`src/rtl/unified_mem_arbiter.sv`:
```
// Shares one single-ported, variable-latency memory between instruction fetch and data access.
// Data has priority; a bounded count of consecutive data wins forces a fetch grant.
module unified_mem_arbiter #(
  parameter int STARVE_LIMIT = 4,
  parameter int CNT_W        = 4
) (
  input  logic        clk,
  input  logic        reset,
  input  logic        if_req,
  input  logic [31:0] if_addr,
  output logic [31:0] if_rdata,
  output logic        if_valid,
  input  logic        d_req,
  input  logic [31:0] d_addr,
  input  logic [3:0]  d_we,
  input  logic [31:0] d_wdata,
  output logic [31:0] d_rdata,
  output logic        d_valid,
  output logic        mem_req,
  output logic [31:0] mem_addr,
  output logic [3:0]  mem_we,
  output logic [31:0] mem_wdata,
  input  logic        mem_gnt,
  input  logic        mem_rvalid,
  input  logic [31:0] mem_rdata,
  output logic        core_stall
);

  typedef enum logic [1:0] {S_IDLE, S_ISSUE, S_WAIT} state_t;
  typedef enum logic [1:0] {OWN_NONE, OWN_FETCH, OWN_DATA} owner_t;

  localparam logic [CNT_W-1:0] LIMIT = CNT_W'(STARVE_LIMIT);

  state_t      state_q, state_d;
  owner_t      owner_q, owner_d;
  logic [CNT_W-1:0] cnt_q, cnt_d;
  logic        mem_req_q, mem_req_d;
  logic [31:0] mem_addr_q, mem_addr_d;
  logic [3:0]  mem_we_q, mem_we_d;
  logic [31:0] mem_wdata_q, mem_wdata_d;
  logic [31:0] if_rdata_q, if_rdata_d;
  logic [31:0] d_rdata_q, d_rdata_d;
  logic        if_valid_q, if_valid_d;
  logic        d_valid_q, d_valid_d;
  logic        fetch_wins;

  assign fetch_wins = if_req & (~d_req | (cnt_q == LIMIT));

  always_ff @(posedge clk or posedge reset) begin
    if (reset) begin
      state_q     <= S_IDLE;
      owner_q     <= OWN_NONE;
      cnt_q       <= '0;
      mem_req_q   <= 1'b0;
      mem_addr_q  <= '0;
      mem_we_q    <= '0;
      mem_wdata_q <= '0;
      if_rdata_q  <= '0;
      d_rdata_q   <= '0;
      if_valid_q  <= 1'b0;
      d_valid_q   <= 1'b0;
    end else begin
      state_q     <= state_d;
      owner_q     <= owner_d;
      cnt_q       <= cnt_d;
      mem_req_q   <= mem_req_d;
      mem_addr_q  <= mem_addr_d;
      mem_we_q    <= mem_we_d;
      mem_wdata_q <= mem_wdata_d;
      if_rdata_q  <= if_rdata_d;
      d_rdata_q   <= d_rdata_d;
      if_valid_q  <= if_valid_d;
      d_valid_q   <= d_valid_d;
    end
  end

  always_comb begin
    state_d     = state_q;
    owner_d     = owner_q;
    cnt_d       = cnt_q;
    mem_req_d   = mem_req_q;
    mem_addr_d  = mem_addr_q;
    mem_we_d    = mem_we_q;
    mem_wdata_d = mem_wdata_q;
    if_rdata_d  = if_rdata_q;
    d_rdata_d   = d_rdata_q;
    if_valid_d  = 1'b0;
    d_valid_d   = 1'b0;
    case (state_q)
      S_IDLE: begin
        // Hold off one cycle while a completion pulse is out so the requester can move on.
        if ((if_req | d_req) && !(if_valid_q | d_valid_q)) begin
          state_d   = S_ISSUE;
          mem_req_d = 1'b1;
          if (fetch_wins) begin
            owner_d     = OWN_FETCH;
            mem_addr_d  = if_addr;
            mem_we_d    = '0;
            mem_wdata_d = '0;
            cnt_d       = '0;
          end else begin
            owner_d     = OWN_DATA;
            mem_addr_d  = d_addr;
            mem_we_d    = d_we;
            mem_wdata_d = d_wdata;
            if (!if_req) begin
              cnt_d = '0;
            end else if (cnt_q != '1) begin
              cnt_d = cnt_q + CNT_W'(1);
            end
          end
        end
      end
      S_ISSUE: begin
        if (mem_gnt) begin
          mem_req_d = 1'b0;
          state_d   = S_WAIT;
        end
      end
      S_WAIT: begin
        if (mem_rvalid) begin
          state_d = S_IDLE;
          owner_d = OWN_NONE;
          // A requester that dropped its request was flushed: complete silently.
          if (owner_q == OWN_FETCH && if_req) begin
            if_rdata_d = mem_rdata;
            if_valid_d = 1'b1;
          end else if (owner_q == OWN_DATA && d_req) begin
            d_rdata_d = mem_rdata;
            d_valid_d = 1'b1;
          end
        end
      end
      default: state_d = S_IDLE;
    endcase
  end

  assign mem_req    = mem_req_q;
  assign mem_addr   = mem_addr_q;
  assign mem_we     = mem_we_q;
  assign mem_wdata  = mem_wdata_q;
  assign if_rdata   = if_rdata_q;
  assign d_rdata    = d_rdata_q;
  assign if_valid   = if_valid_q;
  assign d_valid    = d_valid_q;
  assign core_stall = (if_req & ~if_valid_q) | (d_req & ~d_valid_q);

endmodule

```
`config.mk`:
```
export PLATFORM = sky130hd
export DESIGN_NAME = unified_mem_arbiter
export DESIGN_NICKNAME = d
export VERILOG_FILES = /design/src/rtl/unified_mem_arbiter.sv
export SDC_FILE = /design/constraint.sdc
export NUM_CORES = 1
export LEC_CHECK = 0
export CORE_UTILIZATION = 42
export CTS_BUF_LIST = sky130_fd_sc_hd__clkbuf_4
export DETAILED_ROUTE_END_ITERATION = 8
export PLACE_DENSITY = 0.91
export SLEW_MARGIN = 20
export SYNTH_ARGS = -nofsm -noshare
export SYNTH_HDL_FRONTEND = slang
export SYNTH_SLANG_ARGS = --single-unit
```
`constraint.sdc`:
```
create_clock -name clk -period 6.8 [get_ports clk]
set_clock_uncertainty 0.2 [all_clocks]
set_input_delay 1.02 -clock clk [delete_from_list [all_inputs] [get_ports clk]]
set_output_delay 1.02 -clock clk [all_outputs]
set_load 0.1 [all_outputs]
```
== After elaboration in Yosys (flattened, before gate mapping) ==
Index checks and enable logic that the tools add are counted.

* Register bits after elaboration: 143
* Input bits: 138
* Word-level logic and storage cells: 70

* Add/sub/neg operators: 1
* Eq/ne operators: 10
* Mux-type cells: 23
* Bitwise gates (word level): 11
* Reductions and logical operators: 14

{| class="wikitable"
|+ Operator list
! cell !! count
|-
| 32-bit two-way mux || 2
|-
| 4-bit two-way mux || 4
|-
| 3-bit AND reduction || 5
|-
| 2-bit two-way mux || 5
|-
| 1-bit two-way mux || 9
|-
| 2-bit inequality test (second input constant) || 3
|-
| 2-bit one-hot mux with 3 select lines || 1
|-
| 4-bit by 1-bit adder with 4-bit output (second input constant) || 1
|-
| 2-bit by 1-bit == test with 1-bit output (second input constant) || 2
|-
| 2-bit == test (second input constant) || 2
|-
| 4-bit by 3-bit == test with 1-bit output (second input constant) || 1
|-
| 4-bit inequality test (second input constant) || 1
|-
| 1-bit NOT || 4
|-
| 1-bit bitwise OR || 4
|-
| 2-bit one-hot mux with 2 select lines || 1
|-
| 4-bit AND reduction || 1
|-
| 2-bit nonzero test || 2
|-
| 1-bit bitwise AND || 3
|-
| 1-bit logical AND || 3
|-
| 3-bit by 1-bit inequality test with 1-bit output (second input constant) || 1
|-
| 2-bit zero test || 1
|-
| 1-bit one-hot mux with 2 select lines || 1
|-
| 2-bit AND reduction || 1
|-
| 1-bit zero test || 1
|}

== Logic depth before layout (Yosys ltp) ==
* Depth after elaboration: 6
* Gate-level depth with buffers: 8
* Gate-level depth less buffers: 6

== Least setup slack after synthesis ==
OpenSTA, ideal clock, no wires.

* Kind: in2out
* Start: in d_req
* End: out core_stall
* Arrival time: 2.587 ns
* Required time: 5.580 ns
* Slack: 2.993 ns
* Stages: 2
* Buffers on the path: 0
* Cell sequence: inv_1 > o22ai_1

* Cells in the longest elaborated chain, start to end: 2

{| class="wikitable"
|+ RTL lines
! what !! line !! text
|-
| start: declaration || 13 || <nowiki>input logic d_req,</nowiki>
|-
| 1-bit bitwise AND || 146 || <nowiki>assign core_stall = (if_req & ~if_valid_q) | (d_req & ~d_valid_q);</nowiki>
|-
| 1-bit bitwise OR || 146 ||
|-
| end: declaration || 26 || <nowiki>output logic core_stall</nowiki>
|}

No other way between the ends.

== Final worst setup path ==
* Start: in if_req
* End: out core_stall

* Cells in the longest elaborated chain, start to end: 2

{| class="wikitable"
|+ RTL lines
! what !! line !! text
|-
| start: declaration || 9 || <nowiki>input logic if_req,</nowiki>
|-
| 1-bit bitwise AND || 146 ||
|-
| 1-bit bitwise OR || 146 ||
|}

No other way between the ends.

==> impl_metrics.csv <==
group,metric,value,unit
sta,hold_viol_final,0,
logic_synthesis,synth_top_area_share,0.6205,
floorplanning,io_pins,274,
outcome,status,"complete, no violations",
final_layout,final_cell_mix,"clkdlybuf4s50_1 (273), dfrtp_1 (143), a21oi_1 (67)",
route,first_pass_iters,5,
logic_synthesis,synth_fp_nets,595,
global_route,grt_usage,0.2351,
global_route,antenna_found_initial,0,
critical_path,crit_fanout,6,
route,viasPerCell,5.114,
logic_synthesis,ys_seq_area_frac,0.6205,
floorplanning,start_util,0.4337,
critical_path,arrival,3060,ps
sta,min_period,4278,ps
placed_design,io_buffers,273,
sta,fmax,233.8,MHz
logic_synthesis,synth_area_leaders,"dfrtp_1 (62%), mux2_2 (12%), a21oi_1 (5.8%), a22o_1 (5.6%), nand2_1 (2.5%)",
sta,tightest_slew,1035,ps
logic_synthesis,syn_area_per_cell,12.67,sq um
final_layout,final_nets,866,
global_route,grt_pass1_vias,5090,
clock_network,cts.path.max_buffers,2,
global_route,grt_pass1_wl,25710,um
clock_network,cts_setup_buffers,0,
critical_path,endpoint_kind,"primary output",
route,wl_per_cell,17.73,um
clock_network,clkSlewWorstSetupHoldPaths,110,ps
run,max_cap_viol_count,0,
critical_path,path_cells,"clkdlybuf4s50_1 > inv_1 > o22ai_1 > clkdlybuf4s50_1",
logic_synthesis,synthesis.area,0.005767,sq mm
route,via_count,4679,
final_layout,area_delta_synth_final,54.44,%
worst_hold_path,worst_hold_path_type,"flop to flop",
global_route,grt_start_max_net_pins,83,
floorplanning,row_count,42,
global_route,overflow,0,
logic_synthesis,synth_warnings,0,
critical_path,crit_path_start_kind,"input pin",
route,drt_iter0_drc,257,
route,drt_wl_total,16220,um
sta,finalSetupViolCount,0,
placed_design,dp_hpwl,11550,um
critical_path,cpPeakStageDelay,1200,ps
logic_synthesis,synthCells,455,
floorplanning,fp.dieH,119.2,um
critical_path,rr_startpoint,"state_q[0]",
critical_path,startpoint,"if_req",
clock_network,cts_hold_buffers,0,
floorplanning,core,0.01330,sq mm
critical_path,critical_path_class,"input pin to primary output",
logic_synthesis,ys_ff_latch,143,
floorplanning,die_w,119.2,um
final_layout,mostFrequentLayoutCell,"clkdlybuf4s50_1",
clock_network,cts_root_buf,"clkbuf_4",
critical_path,endpoint,"core_stall",
clock_network,clk_latency,530,ps
logic_synthesis,synth_top_area_cell,"dfrtp_1",
critical_path,crit_slowest_cell,"clkdlybuf4s50_1",
sta,min_period_over_period,0.6291,
clock_network,cts.sinks,143,
clock_network,cts_tree,"done",
logic_synthesis,synth_cell_types,32,
route,drc,0,
clock_network,cts_resized,0,
sta,setup_tns,0,ps
critical_path,rrSetupSlack,4050,ps
sta,slew_viol_final,0,
clock_network,cts_buffers,17,
critical_path,rr_endpoint,"mem_wdata[13]",
critical_path,cpMostUsedCell,"clkdlybuf4s50_1",
route,postRouteAntennaNets,0,
final_layout,drive_gt1_frac,0.1394,
clock_network,ctsHtreeMaxLevel,4,
placed_design,routabilityCongestion,0.9277,
sta,relSlewSlack,0.3082,
floorplanning,dieArea,0.01420,sq mm
critical_path,required,5580,ps
final_layout,diodes,0,
critical_path,reg2regPathDepth,5,
sta,rsz0062_at_grt,"no",
## cell families after synthesis
family                     share of synthesized area
AOI/OAI and AO/OA                             0.1315
muxes                                         0.1306
adders and majority gates                   0.004339
and+or+nand+nor                              0.07204
buffers and inverters                        0.04101
DFF                                           0.6205
## through the flow
step	hold slack, ps	instances	util	area (sq um)	setup WS [ps]
floorplan	321.7	455	-	5767	1742
global placement	268.9	883	0.6446	8571	2529
detailed placement	274.6	883	0.6446	8571	2535
CTS	301.4	915	0.6696	8902	2523
global route	326.7	915	0.6699	8906	2468
finish	294.3	915	0.6699	8906	2522
## routing by layer
metal | up-vias | share of wire | global-route usage
met5 | - | 0 | 0
met4 | 0 | 0.026 | 0.09968
met3 | 31 | 0.088 | 0.08190
met2 | 233 | 0.51 | 0.4106
met1 | 2273 | 0.37 | 0.2582
li1 | 2142 | - | -
## cell usage after synthesis
master and number:
dfrtp_1 143, a21oi_1 67, mux2_2 60, nand2_1 38, nor2_1 38, a22o_1 37
buf_2 15, buf_6 11, inv_1 8, o21ai_0 7, mux2_1 6, nand3_1 3
clkbuf_1 2, ha_1 2, a211oi_1 1, a2bb2oi_1 1, and2_1 1, and3_1 1
and3b_1 1, mux2i_1 1, nand3_2 1, nand3b_4 1, nor2_8 1, nor3_4 1
nor4_4 1, o21a_1 1, o21ai_2 1, o221ai_1 1, o22ai_1 1, o311ai_0 1
o31ai_1 1, or2_2 1
## flip-flops by register name, summed over array words and instances (netlist names)
signal	flops
cnt_q	4
d_rdata	32
d_valid	1
if_rdata	32
if_valid	1
mem_addr	32
mem_req	1
mem_wdata	32
mem_we	4
owner_q	2
state_q	2
## worst min-delay path by stage
stage                            from     endpoint  slack (ps)  cells after the start
after CTS                 d_rdata[12]  d_rdata[12]         300                      1
after floorplan            state_q[1]   state_q[0]         320                      1
after detailed placement  d_rdata[31]  d_rdata[31]         270                      1
after global routing      d_rdata[12]  d_rdata[12]         330                      1
final                     d_rdata[31]  d_rdata[31]         290                      1
after global placement    d_rdata[12]  d_rdata[12]         270                      1
## worst max-delay path: cells and delay by family
kind | cells | cell delay [ps]
compound gates | 1 | 190
buf+inv | 3 | 1840
## final cells by class
class	count	area (sq um)
clock buffers	18	135.1
flip-flops and latches	143	3578
repair buffers	280	2789
inverters	8	35.03
clock inverters	14	196.4
multi-input cells	276	1952
well taps	176	220.2
fillers	937	4389
Power is left out: the tool's default activity adds up to more than one toggle a clock period on the data nets, which glitch-free logic cannot reach.
